$ cat src/rtl/z85_insn_encoder.sv
// Serialises a Z80 instruction descriptor into its opcode byte stream.
// Emits one byte per accepted sink cycle, with prefix, displacement and immediate placement.
module z85_insn_encoder #(
  parameter int CNT_W = 16
) (
  input  logic             clk,
  input  logic             rst,
  input  logic             in_valid,
  output logic             in_ready,
  input  logic [1:0]       in_grp,
  input  logic [1:0]       in_idx,
  input  logic [7:0]       in_op,
  input  logic [7:0]       in_disp,
  input  logic [15:0]      in_imm,
  input  logic [1:0]       in_imm_len,
  output logic             out_valid,
  input  logic             out_ready,
  output logic [7:0]       out_byte,
  output logic             out_first,
  output logic             out_last,
  output logic             err,
  output logic [CNT_W-1:0] insn_count
);

  typedef enum logic [2:0] {
    ST_IDLE      = 3'd0,
    ST_IDX       = 3'd1,
    ST_GRP       = 3'd2,
    ST_DISP_PRE  = 3'd3,
    ST_OPC       = 3'd4,
    ST_DISP_POST = 3'd5,
    ST_IMM_LO    = 3'd6,
    ST_IMM_HI    = 3'd7
  } state_t;

  // Indexed BASE opcodes that reference (IX+d)/(IY+d) and so carry a displacement.
  function automatic logic need_disp(input logic [7:0] op);
    logic r;
    case (op[7:6])
      2'd1:    r = ((op[5:3] == 3'd6) || (op[2:0] == 3'd6)) && (op != 8'h76);
      2'd0:    r = (op[5:3] == 3'd6) && ((op[2:0] == 3'd4) || (op[2:0] == 3'd5) || (op[2:0] == 3'd6));
      2'd2:    r = (op[2:0] == 3'd6);
      default: r = 1'b0;
    endcase
    return r;
  endfunction

  function automatic logic stage_en(input state_t s, input logic [1:0] g, input logic [1:0] i,
                                    input logic [7:0] op, input logic [1:0] len);
    logic r;
    case (s)
      ST_IDX:       r = (i != 2'd0);
      ST_GRP:       r = (g != 2'd0);
      ST_DISP_PRE:  r = (g == 2'd3);
      ST_OPC:       r = 1'b1;
      ST_DISP_POST: r = (g == 2'd0) && (i != 2'd0) && need_disp(op);
      ST_IMM_LO:    r = ((g == 2'd0) || (g == 2'd2)) && (len != 2'd0);
      ST_IMM_HI:    r = ((g == 2'd0) || (g == 2'd2)) && (len == 2'd2);
      default:      r = 1'b0;
    endcase
    return r;
  endfunction

  // First enabled stage strictly after s; IDLE when the instruction is exhausted.
  function automatic state_t next_stage(input state_t s, input logic [1:0] g, input logic [1:0] i,
                                        input logic [7:0] op, input logic [1:0] len);
    state_t r;
    state_t cand;
    r = ST_IDLE;
    for (int k = 7; k >= 1; k--) begin
      cand = state_t'(k[2:0]);
      if ((k > int'(s)) && stage_en(cand, g, i, op, len)) begin
        r = cand;
      end else begin
        r = r;
      end
    end
    return r;
  endfunction

  function automatic logic [7:0] stage_byte(input state_t s, input logic [1:0] g, input logic [1:0] i,
                                            input logic [7:0] op, input logic [7:0] d,
                                            input logic [15:0] imm);
    logic [7:0] r;
    case (s)
      ST_IDX:       r = (i == 2'd1) ? 8'hDD : 8'hFD;
      ST_GRP:       r = (g == 2'd2) ? 8'hED : 8'hCB;
      ST_DISP_PRE:  r = d;
      ST_OPC:       r = op;
      ST_DISP_POST: r = d;
      ST_IMM_LO:    r = imm[7:0];
      ST_IMM_HI:    r = imm[15:8];
      default:      r = 8'h00;
    endcase
    return r;
  endfunction

  state_t           state_r;
  logic [1:0]       grp_r;
  logic [1:0]       idx_r;
  logic [7:0]       op_r;
  logic [7:0]       disp_r;
  logic [15:0]      imm_r;
  logic [1:0]       len_r;
  logic             in_ready_r;
  logic             out_valid_r;
  logic [7:0]       out_byte_r;
  logic             out_first_r;
  logic             out_last_r;
  logic             err_r;
  logic [CNT_W-1:0] count_r;

  logic             accept_s;
  logic             xfer_s;
  logic             reject_s;
  logic [1:0]       norm_grp_s;
  logic [1:0]       g_s;
  logic [1:0]       i_s;
  logic [7:0]       op_s;
  logic [7:0]       d_s;
  logic [15:0]      imm_s;
  logic [1:0]       len_s;
  state_t           state_nx_s;
  logic             valid_nx_s;
  logic [7:0]       byte_nx_s;
  logic             first_nx_s;
  logic             last_nx_s;
  logic             err_nx_s;
  logic             count_inc_s;

  // Next-state and next-output computation; fields come straight from the inputs on acceptance.
  always_comb begin
    accept_s   = in_valid & in_ready_r;
    xfer_s     = out_valid_r & out_ready;
    norm_grp_s = ((in_grp == 2'd1) && (in_idx != 2'd0)) ? 2'd3 : in_grp;
    reject_s   = (in_idx == 2'd3) || (in_imm_len == 2'd3) ||
                 ((in_grp == 2'd3) && (in_idx == 2'd0)) ||
                 ((in_grp == 2'd2) && (in_idx != 2'd0));
    if (accept_s) begin
      g_s = norm_grp_s; i_s = in_idx; op_s = in_op; d_s = in_disp; imm_s = in_imm; len_s = in_imm_len;
    end else begin
      g_s = grp_r; i_s = idx_r; op_s = op_r; d_s = disp_r; imm_s = imm_r; len_s = len_r;
    end
    state_nx_s  = state_r;
    valid_nx_s  = out_valid_r;
    byte_nx_s   = out_byte_r;
    first_nx_s  = out_first_r;
    last_nx_s   = out_last_r;
    err_nx_s    = 1'b0;
    count_inc_s = 1'b0;
    case (state_r)
      ST_IDLE: begin
        if (accept_s && !reject_s) begin
          state_nx_s = next_stage(ST_IDLE, g_s, i_s, op_s, len_s);
          valid_nx_s = 1'b1;
          byte_nx_s  = stage_byte(state_nx_s, g_s, i_s, op_s, d_s, imm_s);
          first_nx_s = 1'b1;
          last_nx_s  = (next_stage(state_nx_s, g_s, i_s, op_s, len_s) == ST_IDLE);
        end else if (accept_s) begin
          err_nx_s = 1'b1;
        end else begin
          valid_nx_s = 1'b0;
        end
      end
      default: begin
        if (xfer_s && out_last_r) begin
          state_nx_s  = ST_IDLE;
          valid_nx_s  = 1'b0;
          first_nx_s  = 1'b0;
          last_nx_s   = 1'b0;
          count_inc_s = 1'b1;
        end else if (xfer_s) begin
          state_nx_s = next_stage(state_r, g_s, i_s, op_s, len_s);
          byte_nx_s  = stage_byte(state_nx_s, g_s, i_s, op_s, d_s, imm_s);
          first_nx_s = 1'b0;
          last_nx_s  = (next_stage(state_nx_s, g_s, i_s, op_s, len_s) == ST_IDLE);
        end else begin
          state_nx_s = state_r;
        end
      end
    endcase
  end

  // State, latched descriptor and registered outputs.
  always_ff @(posedge clk or posedge rst) begin
    if (rst) begin
      state_r     <= ST_IDLE;
      grp_r       <= 2'd0;
      idx_r       <= 2'd0;
      op_r        <= 8'h00;
      disp_r      <= 8'h00;
      imm_r       <= 16'h0000;
      len_r       <= 2'd0;
      in_ready_r  <= 1'b1;
      out_valid_r <= 1'b0;
      out_byte_r  <= 8'h00;
      out_first_r <= 1'b0;
      out_last_r  <= 1'b0;
      err_r       <= 1'b0;
      count_r     <= '0;
    end else begin
      state_r     <= state_nx_s;
      in_ready_r  <= (state_nx_s == ST_IDLE);
      out_valid_r <= valid_nx_s;
      out_byte_r  <= byte_nx_s;
      out_first_r <= first_nx_s;
      out_last_r  <= last_nx_s;
      err_r       <= err_nx_s;
      if (accept_s) begin
        grp_r  <= norm_grp_s;
        idx_r  <= in_idx;
        op_r   <= in_op;
        disp_r <= in_disp;
        imm_r  <= in_imm;
        len_r  <= in_imm_len;
      end
      if (count_inc_s) begin
        count_r <= count_r + CNT_W'(1);
      end
    end
  end

  assign in_ready   = in_ready_r;
  assign out_valid  = out_valid_r;
  assign out_byte   = out_byte_r;
  assign out_first  = out_first_r;
  assign out_last   = out_last_r;
  assign err        = err_r;
  assign insn_count = count_r;

endmodule

$ cat config.mk
export PLATFORM = sky130hd
export DESIGN_NAME = z85_insn_encoder
export DESIGN_NICKNAME = d
export VERILOG_FILES = /design/src/rtl/z85_insn_encoder.sv
export SDC_FILE = /design/constraint.sdc
export NUM_CORES = 1
export LEC_CHECK = 0
export ABC_AREA = 1
export CAP_MARGIN = 40
export CELL_PAD_IN_SITES_DETAIL_PLACEMENT = 1
export CELL_PAD_IN_SITES_GLOBAL_PLACEMENT = 1
export CORE_AREA = 2 2 115 117
export DETAILED_ROUTE_END_ITERATION = 7
export DIE_AREA = 0 0 117 119
export GPL_TIMING_DRIVEN = 0
export HOLD_SLACK_MARGIN = 0.06
export PLACE_DENSITY = 0.73
export RECOVER_POWER = 25
export SLEW_MARGIN = 25
export SYNTH_ARGS = -nofsm -noshare
export SYNTH_HDL_FRONTEND = slang
export SYNTH_SLANG_ARGS = --single-unit
$ cat constraint.sdc
create_clock -name clk -period 2.17 [get_ports clk]
set_input_delay 0.217 -clock clk [delete_from_list [all_inputs] [get_ports clk]]
set_output_delay 0.217 -clock clk [all_outputs]
set_load 0.005 [all_outputs]
==> After elaboration in Yosys (flattened, before gate mapping) <==
Cells that the tools add are included.
{ "totals": {"out_inout_bits": 29, "elab_cells": 245, "register_bits": 70, "inputBits": 42} }
{ "classes": {"order_cmp": 21, "muxes": 114, "n_eq_ne": 33, "reduce_logical": 60, "bitwise": 2, "n_addsub": 1} }
{ "ops": {"columns": ["op", "n"], "rows": [
  ["$mux W3", 42],
  ["$pmux W8 S6", 2],
  ["$mux W1", 56],
  ["$mux W8", 6],
  ["$eq A3 B3 Y1 const B", 12],
  ["$gt A3 B3 Y1 const A", 12],
  ["$logic_and A1 B1 Y1", 33],
  ["$gt A2 B3 Y1 const A", 6],
  ["$add A16 B1 Y16 const B", 1],
  ["$eq A2 B2 Y1 const B", 8],
  ["$mux W16", 1],
  ["$eq A3 B2 Y1 const B", 4],
  ["$logic_not A3 Y1", 4],
  ["$mux W6", 2],
  ["$reduce_bool A2 Y1", 6],
  ["$gt A1 B3 Y1 const A", 3],
  ["$mux W2", 4],
  ["$ne A8 B7 Y1 const B", 1],
  ["$logic_or A1 B1 Y1", 7],
  ["$eq A2 B1 Y1 const B", 3],
  ["$eq A3 B1 Y1 const B", 2],
  ["$logic_not A2 Y1", 3],
  ["$reduce_and A2 Y1", 2],
  ["$reduce_or A2 Y1", 2],
  ["8 further kinds", 9]
]} }

==> Longest topological paths before layout <==
{ "depth": {"depth_word": 39, "ltp_mapped": 22, "mapped_depth_nobuf": 20} }

==> Worst setup path after synthesis <==
No wires, ideal clock.
{ "synth_path": {"path_kind": "register to register", "start": "register in_ready_r (netlist: in_ready)", "end": "register out_byte_r[2] (netlist: out_byte[2])", "stages_incl_launch_ff": 19, "synth_period_minus_slack_ps": 2241, "arrival_ps": 2120, "setup_ps": 121, "required_ps": 2049, "slack_ps": -71, "path_buffers": 3, "cell_sequence": "dfstp_2 -> buf_6 -> nand2_8 -> inv_2 -> buf_6 -> nand3_2 -> o21ai_4 -> nand2_4 -> nor2_4 -> nand3_4 -> nand2_2 -> nand2_2 -> nand2_2 -> nand2_4 -> buf_6 -> a31oi_1 -> nand2_1 -> o21bai_1 -> nand2_1"} }
{ "synth_via": {"elab_chain_cells": 29, "word_cells_on_any_way": 120, "cone_classes": "eq/ne: 25; mux: 68; bitwise: 1; reduce/logical: 26"} }
{ "synth_lines": {"columns": ["element", "line", "source"], "rows": [
  ["start, declared", "105", "logic in_ready_r;"],
  ["start signal, assigned", "203", "in_ready_r <= (state_nx_s == ST_IDLE);"],
  ["$and A1 B1 Y1 *", "133", "accept_s = in_valid & in_ready_r;"],
  ["$mux W8", null, null],
  ["$eq A3 B3 Y1", "41", "2'd0: r = (op[5:3] == 3'd6) && ((op[2:0] == 3'd4) || (op[2:0] == 3'd5) || (op[2:0] == 3'd6));"],
  ["$logic_or A1 B1 Y1 (2 in a row)", "41", null],
  ["$logic_and A1 B1 Y1", "41", null],
  ["$pmux W1 S3", "39", "case (op[7:6])"],
  ["$mux W1", "172", "end else if (xfer_s) begin"],
  ["$mux W1", "166", "if (xfer_s && out_last_r) begin"],
  ["[... 12 more ...]", null, null],
  ["$mux W3", "166", null],
  ["$mux W3", "151", "case (state_r)"],
  ["$eq A3 B3 Y1 or $eq A3 B2 Y1 (tied branches)", "85", "case (s)"],
  ["$reduce_or A2 Y1 (no source line)", null, null],
  ["$pmux W8 S6", "85", null],
  ["$mux W8", "172", null],
  ["$mux W8", "166", null],
  ["$mux W8", "151", null],
  ["end signal, assigned", "205", "out_byte_r <= byte_nx_s;"],
  ["end, declared", "107", "logic [7:0] out_byte_r;"]
]} }
Mark *: on every way between the ends. The rest lies on a longest branch, timed or not. The select of a mux whose other input is x is not followed.
A chain may end at the register's enable or synchronous reset.

==> Worst setup path after layout <==
{ "layout_path": {"start": "register in_ready_r (netlist: in_ready)", "end": "register out_byte_r[5] (netlist: out_byte[5])"} }
The elaborated chain is that of the path after synthesis.

==> impl_metrics.ini <==
[power_and_ir_drop]
swShare_pct = 39.9
power_leakage_nw = 2.91
pwr-share-seq_pct = 27.3
irDropWorstVdd_mv = 0.441
power_frac_clock_pct = 22.2
p_total_mw = 6.85
p_per_area_nw_per_um2 = 1140
p_switching_mw = 2.73
pwr-share-comb_pct = 50.5
p_int_mw = 4.12

[timing]
timing.final.crit_share_pct = 122
worst_slew_pin_slew_ps = 1480
post-route-min-period_ps = 2640
max_slew_margin_pct = 0.826
rsz0062_at_grt = yes
skew_ps = 6.86
finalHoldViolCount = 0
setup_ws_ps = -470
fin_tns_setup_ps = -5180
finalSetupViolCount = 14
slew_violations = 0
max_freq_mhz = 379

[synthesis]
syn-cell-area_sq_um = 3730
synth_area_leader_cell = dfrtp_1
synth_cells = 470
synth-seq-cells = 70
syn-num-nets = 513
seq_area_frac_synth_pct = 47.0
ys.flop_type = dfrtp_1
synth_edf_count = 0
yosysTopAreaCellShare_pct = 46.3
ys_async_sr_fraction_pct = 100
synthDistinctLibCells = 39
synth.avg_cell_area_sq_um = 7.94
synthTopCellsByArea = dfrtp_1 (46%), nand2_1 (17%), inv_1 (4.8%)
yosys_warnings = 0

[floorplanning]
core-area_sq_um = 12900
ios = 71
initial_core_util_pct = 29.0
design.die.area_sq_um = 13900
rows = 42
die_x_microns = 117
die_y_microns = 119

[worst_hold_path]
hp-class = input pin to flip-flop
min-delay-start = in_valid

[cts]
clk_latency_ps = 340
cts_buffer_depth = 2
numClockSinks = 70
cts_tree = yes
htreeDepth = 3
root_buffer = clkbuf_16
cts_buffers = 9
path_clk_slew_ps = 60

[routing]
vias = 3628
routedWlPerCell_microns = 16.5
first_pass_iters = 4
routed_wl_microns = 13000
drt-initial-drc-count = 109
drcViolationCount = 0
ant_nets = 0
routed_via_density = 4.58

[critical_path]
cp.required_ps = 2400
cp-startpoint = in_ready$_DFF_PP1_
worst_setup_path_start_kind = flip-flop
endpoint_kind = flip-flop
cp_max_fo = 6
crit_type = flip-flop to flip-flop
arrival_ps = 2870
r2r_start = in_ready$_DFF_PP1_

[layout]
final_core_util_pct = 46.6
fillCellCount = 1501
diodes = 0
areaGrowthSynthToFinish_pct = 60.7
stdcell_count = 792
fin_nets = 654
layout-drive-gt1-share_pct = 32.1

[global_routing]
overflow = 0
grt_pass1_vias = 3929
track_usage_pct = 17.7
antenna_found_initial = 0
grt_max_degree = 40
grt_pass1_wl_microns = 19100

[run_status]
status = complete, but fails checks
violations = capacitance limit, setup timing

[placement]
dp_hpwl_microns = 7980
gp_congestion = 0.854
port_buffers = 69
place_inst = 716

[run]
max_cap_viol_count = 1
-- state kept, by name, indices dropped and copies added (netlist names), 3 cells and up --
name and cells:
disp_r 8, state_r 3, out_byte 8, op_r 8, imm_r 16, insn_count 16
-- layout by cell type, fill, tap and decap left out, types with 13 or more instances in the layout --
cell             synthesis  final
nand4_1                 13     13
nor2_1                  29     23
buf_4                    2     42
buf_6                    4     18
dfrtp_1                 69     69
nand2_4                  3     17
inv_1                   48     45
inv_2                   11     13
clkdlybuf4s50_1          0     68
nand2_2                 17     21
nand2_1                167    146
-- power groups by stage --
stage               registers (mW)  logic (mW)  clock network, mW
finish                        1.87        3.46               1.52
global placement              1.84        2.18                  0
floorplan                     1.83        1.44                  0
CTS                           1.86        2.73               1.55
detailed placement            1.87        2.24                  0
global route                  1.91        3.75               1.61
-- stage by stage --
stage	instance area (sq um)	hold slack [ps]	setup slack, ps
3_3_place_gp	4660	461	-1010
5_1_grt	6000	282	-642
6_report	6000	267	-470
3_5_place_dp	4680	466	-585
4_1_cts	5480	230	-375
2_1_floorplan	3750	342	-59.3
-- synthesized netlist by cell type, drive strengths merged (4+ instances only) --
cell type and n:
xor2 10, a21oi 7, nand3 27, nor2 38
dfrtp 69, xnor2 4, o21ai 24, nand2 188
nor3 6, clkbuf 5, inv 59, a31oi 4
buf 7, nand4 13
-- what timing repair did --
| item | 4_1_cts | 5_1_grt |
|---|---|---|
| setup endpoints to repair | 17 | 18 |
| resized for setup | 44 | 81 |
| pin swaps | 27 | 42 |
| gates cloned | 2 | 0 |
| buffers inserted | 36 | 31 |
| hold buffers | 0 | 0 |
-- layout make-up --
type                    instances  area (sq um)  share of cell area, %
plain buffers                  12           121                   2.02
clock buffers                  13           260                   4.34
clock inverters                 3          42.5                  0.709
inverters                      60           229                   3.82
multi-input cells             328          2120                   35.3
flip-flops and latches         70          1750                   29.2
well taps                     176           220                   3.67
repair buffers                130          1250                   20.9
-- per-layer routing --
| layer | GRT usage, % | wire, microns | vias to the layer above |
|---|---|---|---|
| li1 | - | - | 1752 |
| met1 | 21.4 | 5450 | 1769 |
| met2 | 29.9 | 6720 | 79 |
| met3 | 5.29 | 585 | 28 |
| met4 | 5.59 | 293 | 0 |
| met5 | 0 | 0 | - |
-- final timing paths --
| path | endpoint | slack (ps) | depth (start not counted) |
|---|---|---|---|
| max reg2reg | out_byte[5]$_DFFE_PP0P_ | -470 | 21 |
| max in group asynchronous | imm_r[14]$_DFF_PP0_ | 280 | 3 |
| max | out_byte[5]$_DFFE_PP0P_ | -470 | 21 |
| min | op_r[0]$_DFF_PP0_ | 270 | 4 |
| min in group asynchronous | insn_count[9]$_DFFE_PP0P_ | 670 | 2 |
| min reg2reg | insn_count[15]$_DFFE_PP0P_ | 480 | 1 |
-- logic make-up after synthesis --
logic type / count (synthesis) / synth area share (%)
flops: 70 / 47.0
xor+xnor: 14 / 3.29
simple gates: 275 / 34.0
fa+ha+maj: 1 / 0.335
compound gates: 38 / 6.77
buf+inv: 72 / 8.68
-- worst max-delay path, cell delays in order, from the launching register on --
cell	delay [ps]
dfstp_2	530
buf_6	120
buf_12	110
buf_8	100
nand3_4	70
nand2_4	100
nand3_4	100
nand2_2	90
nand3_2	80
nand2_2	120
nand3_4	110
nand2_2	90
nand2_2	70
nand2_2	80
nand2_4	90
buf_6	140
nand4_1	70
nand2_1	70
nor2_2	130
nand3_2	100
nand2_1	70
nand2_1	60
No activity file was read; power rests on OpenSTA's default activity.
